$ cat config.mk
export PLATFORM = sky130hd
export DESIGN_NAME = pipe_if_id_skid_flat
export DESIGN_NICKNAME = d
export VERILOG_FILES = /design/src/rtl/pipe_if_id_skid_pkg.sv /design/src/rtl/pipe_if_id_skid_if.sv /design/src/rtl/pipe_if_id_skid_slot.sv /design/src/rtl/pipe_if_id_skid.sv /design/src/flat_wrapper.sv
export SDC_FILE = /design/constraint.sdc
export NUM_CORES = 1
export LEC_CHECK = 0
export ABC_AREA = 1
export CAP_MARGIN = 10
export CORE_MARGIN = 8
export CORE_UTILIZATION = 30
export CTS_CLUSTER_DIAMETER = 50
export CTS_CLUSTER_SIZE = 20
export DETAILED_ROUTE_END_ITERATION = 10
export PLACE_DENSITY = 0.55
export REMOVE_ABC_BUFFERS = 1
export SLEW_MARGIN = 20
export SYNTH_ARGS = -nofsm -noshare
export SYNTH_HDL_FRONTEND = slang
export SYNTH_SLANG_ARGS = --single-unit
$ cat constraint.sdc
create_clock -name CLK -period 3.8 [get_ports CLK]
set_clock_uncertainty 0.05 [all_clocks]
set_input_delay 0.95 -clock CLK [delete_from_list [all_inputs] [get_ports CLK]]
set_output_delay 0.95 -clock CLK [all_outputs]
set_load 0.02 [all_outputs]
$ cat src/rtl/pipe_if_id_skid_pkg.sv
// Shared types for the IF->ID skid stage: FSM state encoding and occupancy width.
package pipe_pkg;

  typedef enum logic [1:0] {
    EMPTY = 2'd0,
    FULL  = 2'd1,
    SKID  = 2'd2
  } pipe_state_t;

  localparam int OCC_W = 2;

  function automatic logic [OCC_W-1:0] state_occupancy(input pipe_state_t st);
    logic [OCC_W-1:0] occ;
    case (st)
      EMPTY:   occ = 2'd0;
      FULL:    occ = 2'd1;
      SKID:    occ = 2'd2;
      default: occ = 2'd0;
    endcase
    return occ;
  endfunction

endpackage

$ cat src/rtl/pipe_if_id_skid_if.sv
// Fetch-side and decode-side handshake bundle of the IF->ID stage.
interface pipe_if_id_skid_if import pipe_pkg::*; #(
  parameter int N    = 32,
  parameter int PC_W = 32
) ();

  logic             flush_i;
  logic             in_valid_i;
  logic             in_ready_o;
  logic [N-1:0]     instruction_i;
  logic [PC_W-1:0]  pc_i;
  logic             out_valid_o;
  logic             out_ready_i;
  logic [N-1:0]     instruction_o;
  logic [PC_W-1:0]  pc_o;
  logic [OCC_W-1:0] occupancy_o;

  modport master (
    output flush_i, in_valid_i, instruction_i, pc_i, out_ready_i,
    input  in_ready_o, out_valid_o, instruction_o, pc_o, occupancy_o
  );

  modport slave (
    input  flush_i, in_valid_i, instruction_i, pc_i, out_ready_i,
    output in_ready_o, out_valid_o, instruction_o, pc_o, occupancy_o
  );

endinterface

$ cat src/rtl/pipe_if_id_skid_slot.sv
// Data+valid holding register; clear wins over load so a flush always empties the slot.
module pipe_slot #(
  parameter int W = 64
) (
  input  logic         clk,
  input  logic         rst,
  input  logic         load,
  input  logic         clear,
  input  logic [W-1:0] d,
  output logic [W-1:0] q,
  output logic         valid
);

  // Slot storage with clear-before-load priority.
  always_ff @(posedge clk) begin
    if (rst) begin
      q     <= '0;
      valid <= 1'b0;
    end else if (clear) begin
      q     <= '0;
      valid <= 1'b0;
    end else if (load) begin
      q     <= d;
      valid <= 1'b1;
    end
  end

endmodule

$ cat src/rtl/pipe_if_id_skid.sv
// IF->ID pipeline register with valid/ready handshake, 2-entry skid buffer,
// branch flush and bubble insertion when no entry is held.
module pipe_if_id_skid import pipe_pkg::*; #(
  parameter int           N      = 32,
  parameter int           PC_W   = 32,
  parameter logic [N-1:0] BUBBLE = '0
) (
  input  logic             CLK,
  input  logic             RST,
  pipe_if_id_skid_if.slave bus
);

  localparam int W = N + PC_W;

  pipe_state_t  state_r;
  pipe_state_t  next_state_s;
  logic         in_ready_r;
  logic         in_fire_s;
  logic         out_fire_s;
  logic         out_valid_s;
  logic         main_load_s;
  logic         main_clear_s;
  logic         skid_load_s;
  logic         skid_clear_s;
  logic [W-1:0] in_beat_s;
  logic [W-1:0] main_d_s;
  logic [W-1:0] main_q_s;
  logic [W-1:0] skid_q_s;
  logic         main_valid_s;
  logic         skid_valid_s;

  assign in_beat_s   = {bus.instruction_i, bus.pc_i};
  assign out_valid_s = (state_r != EMPTY);
  assign in_fire_s   = bus.in_valid_i & in_ready_r;
  assign out_fire_s  = out_valid_s & bus.out_ready_i;

  // A held skid beat always has priority as the next head, keeping FIFO order.
  assign main_d_s = skid_valid_s ? skid_q_s : in_beat_s;

  // Next-state and slot control; flush overrides the handshake outcome.
  always_comb begin
    next_state_s = state_r;
    main_load_s  = 1'b0;
    main_clear_s = 1'b0;
    skid_load_s  = 1'b0;
    skid_clear_s = 1'b0;
    case (state_r)
      EMPTY: begin
        if (in_fire_s) begin
          next_state_s = FULL;
          main_load_s  = 1'b1;
        end else begin
          next_state_s = EMPTY;
        end
      end
      FULL: begin
        if (in_fire_s && out_fire_s) begin
          next_state_s = FULL;
          main_load_s  = 1'b1;
        end else if (in_fire_s) begin
          next_state_s = SKID;
          skid_load_s  = 1'b1;
        end else if (out_fire_s) begin
          next_state_s = EMPTY;
          main_clear_s = 1'b1;
        end else begin
          next_state_s = FULL;
        end
      end
      SKID: begin
        if (out_fire_s) begin
          next_state_s = FULL;
          main_load_s  = 1'b1;
          skid_clear_s = 1'b1;
        end else begin
          next_state_s = SKID;
        end
      end
      default: begin
        next_state_s = EMPTY;
        main_clear_s = 1'b1;
        skid_clear_s = 1'b1;
      end
    endcase
    if (bus.flush_i) begin
      next_state_s = EMPTY;
      main_clear_s = 1'b1;
      skid_clear_s = 1'b1;
    end else begin
      next_state_s = next_state_s;
    end
  end

  // State register and registered ready, both derived from the same next state.
  always_ff @(posedge CLK) begin
    if (RST) begin
      state_r    <= EMPTY;
      in_ready_r <= 1'b1;
    end else begin
      state_r    <= next_state_s;
      in_ready_r <= (next_state_s != SKID);
    end
  end

  pipe_slot #(.W(W)) u_main_slot (
    .clk   (CLK),
    .rst   (RST),
    .load  (main_load_s),
    .clear (main_clear_s),
    .d     (main_d_s),
    .q     (main_q_s),
    .valid (main_valid_s)
  );

  pipe_slot #(.W(W)) u_skid_slot (
    .clk   (CLK),
    .rst   (RST),
    .load  (skid_load_s),
    .clear (skid_clear_s),
    .d     (in_beat_s),
    .q     (skid_q_s),
    .valid (skid_valid_s)
  );

  assign bus.in_ready_o    = in_ready_r;
  assign bus.out_valid_o   = out_valid_s;
  assign bus.instruction_o = main_valid_s ? main_q_s[W-1:PC_W] : BUBBLE;
  assign bus.pc_o          = main_valid_s ? main_q_s[PC_W-1:0] : {PC_W{1'b0}};
  assign bus.occupancy_o   = state_occupancy(state_r);

endmodule

$ cat src/flat_wrapper.sv
// flat-port wrapper written by rule: the top's interface ports become plain ports
module pipe_if_id_skid_flat import pipe_pkg::*;
#(
  parameter int           N      = 32,
  parameter int           PC_W   = 32,
  parameter logic [N-1:0] BUBBLE = '0
)
  (CLK, RST, bus_flush_i, bus_in_valid_i, bus_instruction_i, bus_pc_i, bus_out_ready_i, bus_in_ready_o, bus_out_valid_o, bus_instruction_o, bus_pc_o, bus_occupancy_o);
  pipe_if_id_skid_if #(.N(N), .PC_W(PC_W)) bus_i ();
  input  logic CLK;
  input  logic RST;
  input wire logic [$bits(bus_i.flush_i)-1:0] bus_flush_i;
  input wire logic [$bits(bus_i.in_valid_i)-1:0] bus_in_valid_i;
  input wire logic [$bits(bus_i.instruction_i)-1:0] bus_instruction_i;
  input wire logic [$bits(bus_i.pc_i)-1:0] bus_pc_i;
  input wire logic [$bits(bus_i.out_ready_i)-1:0] bus_out_ready_i;
  output wire logic [$bits(bus_i.in_ready_o)-1:0] bus_in_ready_o;
  output wire logic [$bits(bus_i.out_valid_o)-1:0] bus_out_valid_o;
  output wire logic [$bits(bus_i.instruction_o)-1:0] bus_instruction_o;
  output wire logic [$bits(bus_i.pc_o)-1:0] bus_pc_o;
  output wire logic [$bits(bus_i.occupancy_o)-1:0] bus_occupancy_o;
  assign bus_i.flush_i = bus_flush_i;
  assign bus_i.in_valid_i = bus_in_valid_i;
  assign bus_i.instruction_i = bus_instruction_i;
  assign bus_i.pc_i = bus_pc_i;
  assign bus_i.out_ready_i = bus_out_ready_i;
  assign bus_in_ready_o = bus_i.in_ready_o;
  assign bus_out_valid_o = bus_i.out_valid_o;
  assign bus_instruction_o = bus_i.instruction_o;
  assign bus_pc_o = bus_i.pc_o;
  assign bus_occupancy_o = bus_i.occupancy_o;
  pipe_if_id_skid #(.N(N), .PC_W(PC_W), .BUBBLE(BUBBLE)) u_core (.CLK(CLK), .RST(RST), .bus(bus_i));
endmodule
# Yosys cells after proc, flatten, opt, wreduce, memory -nomap -nowiden
# Index checks and enable logic that the tools add are counted.
# op_classes
n_addsub	0
multipliers	0
div_mod_pow	0
n_lt_le_gt_ge	0
eq_ne	3
shift	0
n_mux	23
n_bitwise	2
n_reduce_logical	7
# op_table
operator	n
32-bit two-way mux	2
64-bit two-way mux	1
1-bit two-way mux	11
2-bit two-way mux	4
2-bit OR reduction	4
2-bit case mux with 3 select lines	1
1-bit case mux with 2 select lines	2
2-bit case mux with 2 select lines	1
1-bit case mux with 3 select lines	1
1-bit AND	2
2-bit by 1-bit equality test with 1-bit output, second input constant	1
2-bit equality test, second input constant	1
2-bit logical NOT	1
2-bit != test, second input constant	1
2-bit nonzero test	1
1-bit logical AND	1
# word_totals
register_bits	133
latchBits	0
ramBits	0
romBits	0
inputBits	69
output_inout_bits	68
n_memories	0

# Logic depth before layout (Yosys ltp)
# logic_depth
ltp_word	8
depth_mapped	11
depth_no_buf	9

# Cells and area by module
# A second synthesis with hierarchy kept.
# hier_totals
hier_cells	1059
hier_area_um2	7149.4
# modules_own_cells
module	instances	cells_per_inst	area_per_inst_um2
pipe_slot	2	408	2655.0
pipe_if_id_skid	1	243	1839.3

# Worst setup path after synthesis
# OpenSTA, ideal clock, no wires.
# synth_timing
kind	input to register
start	in bus_out_ready_i
end	reg u_core.u_main_slot.q[54]
t_arrival_ps	1966
required_time_ps	3637
path_slack_ps	1671
cell_stages	9
path_buffers	2
path_cell_list	inv_1 -> nor2_1 -> ha_1 -> nand2_1 -> and3_1 -> buf_4 -> clkbuf_1 -> nand2_1 -> nor2_1
# synth_between
elab_chain_len	7
word_cells_on_any_way	10
classes_between	mux (7); bitwise (1); reduce/logical (2)
# synth_lines
item	line_no	rtl
start: declaration	flat_wrapper.sv:16	input wire logic [$bits(bus_i.out_ready_i)-1:0] bus_out_ready_i;
1-bit AND (*)	pipe_if_id_skid.sv:35	assign out_fire_s = out_valid_s & bus.out_ready_i;
1-bit two-way mux	pipe_if_id_skid.sv:63, pipe_if_id_skid.sv:71	
1-bit two-way mux	pipe_if_id_skid.sv:60	end else if (in_fire_s) begin
1-bit two-way mux	pipe_if_id_skid.sv:57	if (in_fire_s && out_fire_s) begin
1-bit case mux with 2 select lines	pipe_if_id_skid.sv:47	case (state_r)
1-bit two-way mux	pipe_if_id_skid.sv:85	if (bus.flush_i) begin
2-bit OR reduction (no source line)	n/a	
end signal: assignment	pipe_if_id_skid_slot.sv:17	q <= '0;
end signal: assignment	pipe_if_id_skid_slot.sv:20	q <= '0;
end signal: assignment	pipe_if_id_skid_slot.sv:23	q <= d;
end: declaration	pipe_if_id_skid_slot.sv:10	output logic [W-1:0] q,
# Mark *: on every way between the ends. The rest lies on a longest branch, timed or not.
# A chain may end at the register's enable or synchronous reset.

# Worst setup path in the final report
# layout_timing
start	reg u_core.u_main_slot.valid
end	out bus_pc_o[30]
# layout_between
elab_chain_len	1
# layout_lines
item	line_no	rtl
start: declaration	pipe_if_id_skid_slot.sv:11	output logic valid
start signal: assignment	pipe_if_id_skid_slot.sv:18	valid <= 1'b0;
start signal: assignment	pipe_if_id_skid_slot.sv:21	valid <= 1'b0;
start signal: assignment	pipe_if_id_skid_slot.sv:24	valid <= 1'b1;
32-bit two-way mux	pipe_if_id_skid.sv:128	assign bus.pc_o = main_valid_s ? main_q_s[PC_W-1:0] : {PC_W{1'b0}};
end: declaration	flat_wrapper.sv:20	output wire logic [$bits(bus_i.pc_o)-1:0] bus_pc_o;
# Every way passes these cells.

==> impl_metrics.yaml <==
synth:
  syn_inst: 1146
  netlist.area_leader.share_pct: 38.43
  synth.avg_cell_area_sq_um: 6.046
  synth_area_sq_mm: 0.006929
  synth_top_area_cell: "dfxtp_1"
  yosysUniqueCellTypes: 20
  yosys-top-cells-area: "dfxtp_1 38%, nand2_1 18%, inv_1 14%, nor2_1 7.2%, nand4_1 5.8%"
  ys_seq_area_share_pct: 38.43
  synth_seq_cells: 133
  ys_warn_count: 0
placed_design:
  gp_congestion: 0.7321
  io_buffer_count: 136
  dp_slack_ns: 0.6733
  dp_hpwl_mm: 12.32
clocking:
  cts_resized: 0
  postCtsSetupRepairBufs: 0
  cts_buffers: 17
  cts_hold_buf: 0
  htreeDepth: 4
  cts.path.max_buffers: 2
  clk_pin_slew_ns: 0.06
  cts_root_buf: "clkbuf_16"
  cts_sinks: 133
  clk_latency_ns: 0.41
  cts_tree: "built"
setup_path:
  critPathCapture: "bus_pc_o[30]"
  worstPathRequired_ns: 2.80
  slowest_stage: "dfxtp_2"
  crit_type: "flop to output port"
  crit_path_end_kind: "output port"
  rr_startpoint: "u_core.state_r[1]$_SDFF_PP0_"
  startpoint_type: "flop"
  cp.arrival_ns: 2.09
  reg2regPathDepth: 7
  worstPathCellList: "buf_4 -> nand2_1 -> inv_1 -> clkdlybuf4s50_1"
  cp_max_fo: 19
  slowest_delay_ns: 0.62
  r2r_setup_slack_ns: 1.56
  startpoint: "u_core.u_main_slot.valid$_SDFFE_PP0P_"
  rr_endpoint: "u_core.u_main_slot.valid$_SDFFE_PP0P_"
floorplan:
  coreArea_sq_mm: 0.02264
  ios: 137
  dieArea_sq_mm: 0.02822
  rows: 55
  die_h_microns: 168.0
  start_util_pct: 30.61
  die_w_microns: 168.0
timing:
  hold_violations: 0
  period_needed_ns: 3.094
  maxSlewHeadroom_pct: 50.20
  worstMarginPinSlew_ns: 0.7470
  setup_violations: 0
  hold-worst-slack_ns: 0.4812
  fin_crit_sh_pct: 81.42
  fmax_mhz: 323.2
  tns_ns: 0
  drv_slew: 0
  rsz0062_at_grt: "false"
  worst_slack_ns: 0.7059
layout:
  diodes: 0
  utilization_pct: 40.29
  syn_to_final_growth_pct: 31.65
  fin_nets: 1311
  n_fill_cell: 2413
  seq_area_sq_mm: 0.002668
  multiInputGateArea_sq_mm: 0.002923
  drive_gt1_share_pct: 4.712
global_routing:
  grt_max_degree: 67
  grt_pass1_vias: 6724
  grt_pass1_wl_mm: 33.16
  grt-ovfl-total: 0
  globalRouteTotalUtil_pct: 14.27
  antenna_found_initial: 0
detailed_routing:
  drtAntennaViolNets: 0
  drc: 0
  avgRoutedWirePerCell_microns: 12.63
  routed_wl_mm: 19.41
  drtIter0Drc: 308
  via_per_inst: 4.331
  vias: 6656
  firstDrtPassIters: 5
power:
  leakage_nw: 4.744
  p_per_area_mw_per_mm2: 395.7
  peakVddDrop_mv: 0.2717
outcome:
  status: "finished clean"
flow_run:
  max_cap_viol_count: 0
hold_path:
  min_path_type: "flop to flop"
==> cell families after synthesis <==
kind of cell / Yosys count / share of synthesized area (%)
compound gates: 131 / 9.552
fa+ha+maj: 3 / 0.5418
buf+inv: 344 / 19.99
flops: 133 / 38.43
simple gates: 535 / 31.49
==> flip-flops by register name, indices dropped and copies added (netlist names) <==
signal                    cells
u_core.u_main_slot.valid      1
u_core.u_main_slot.q         64
u_core.state_r                2
u_core.u_skid_slot.valid      1
u_core.bus.in_ready_o         1
u_core.u_skid_slot.q         64
==> synthesized netlist by cell type (all sizes together) <==
master / number
a21boi: 1
a21oi: 1
nand2: 330
ha: 3
and3: 1
nor2: 135
clkbuf: 23
buf: 53
nand3: 5
inv: 268
nand4: 64
o21ai: 129
dfxtp: 133
==> per-stage QoR <==
step | power, W | instance area (sq um) | std cells
5_1_grt | 0.003770 | 9123 | 1537
4_1_cts | 0.003652 | 9123 | 1537
3_5_place_dp | 0.001873 | 8489 | 1505
6_report | 0.003610 | 9123 | 1537
2_1_floorplan | 0.001699 | 6550 | 1070
3_3_place_gp | 0.001871 | 8462 | 1504
==> worst max-delay path: cells and delay by family (launching register included) <==
| family | cells | cell delay (ns) |
|---|---|---|
| buffers and inverters | 3 | 0.97 |
| flip-flops | 1 | 0.62 |
| AND/OR/NAND/NOR | 1 | 0.10 |
==> where the power goes <==
part           switching, W  internal, W  total, W
Clock              0.000642      0.00113   0.00177
Combinational      0.000213     0.000163  0.000376
Sequential        0.0000270      0.00143   0.00146
==> layout make-up <==
class	count	share of cell area (%)
clock buffer	19	4.965
sequential	133	29.24
tap	285	3.909
multi-input combinational	669	32.04
timing repair buffer	150	16.84
inverter	268	11.03
clock inverter	13	1.975
==> cell usage in the layout, fill, tap and decap left out, drive strengths merged <==
cell type	instances
inv	268
a21boi	1
and3	1
clkdlybuf4s50	136
nor2	135
dfxtp	133
a21oi	1
o21ai	129
nand2	330
nand3	5
clkbuf	19
ha	3
clkinvlp	3
buf	14
nand4	64
bufinv	4
clkinv	6
==> routing by layer <==
metal	track usage, %	wire length (microns)	vias up
li1	-	-	3571
met2	23.50	8604	156
met1	18.16	9666	2917
met5	0	0	-
met4	4.193	193	0
met3	3.531	941	12
==> how the worst min path moves through the flow <==
stage | start | end | slack [ns] | cells after the start
final | u_core.u_skid_slot.q[62]$_SDFFE_PP0P_ | u_core.u_skid_slot.q[62]$_SDFFE_PP0P_ | 0.48 | 4
after global routing | u_core.u_skid_slot.q[33]$_SDFFE_PP0P_ | u_core.u_skid_slot.q[33]$_SDFFE_PP0P_ | 0.52 | 4
after CTS | u_core.u_skid_slot.q[62]$_SDFFE_PP0P_ | u_core.u_skid_slot.q[62]$_SDFFE_PP0P_ | 0.48 | 4
after detailed placement | u_core.u_skid_slot.q[62]$_SDFFE_PP0P_ | u_core.u_skid_slot.q[62]$_SDFFE_PP0P_ | 0.47 | 4
after global placement | u_core.u_skid_slot.q[9]$_SDFFE_PP0P_ | u_core.u_skid_slot.q[9]$_SDFFE_PP0P_ | 0.47 | 4
after floorplan | u_core.u_skid_slot.q[0]$_SDFFE_PP0P_ | u_core.u_skid_slot.q[0]$_SDFFE_PP0P_ | 0.46 | 4
No activity file was read; power rests on OpenSTA's default activity.
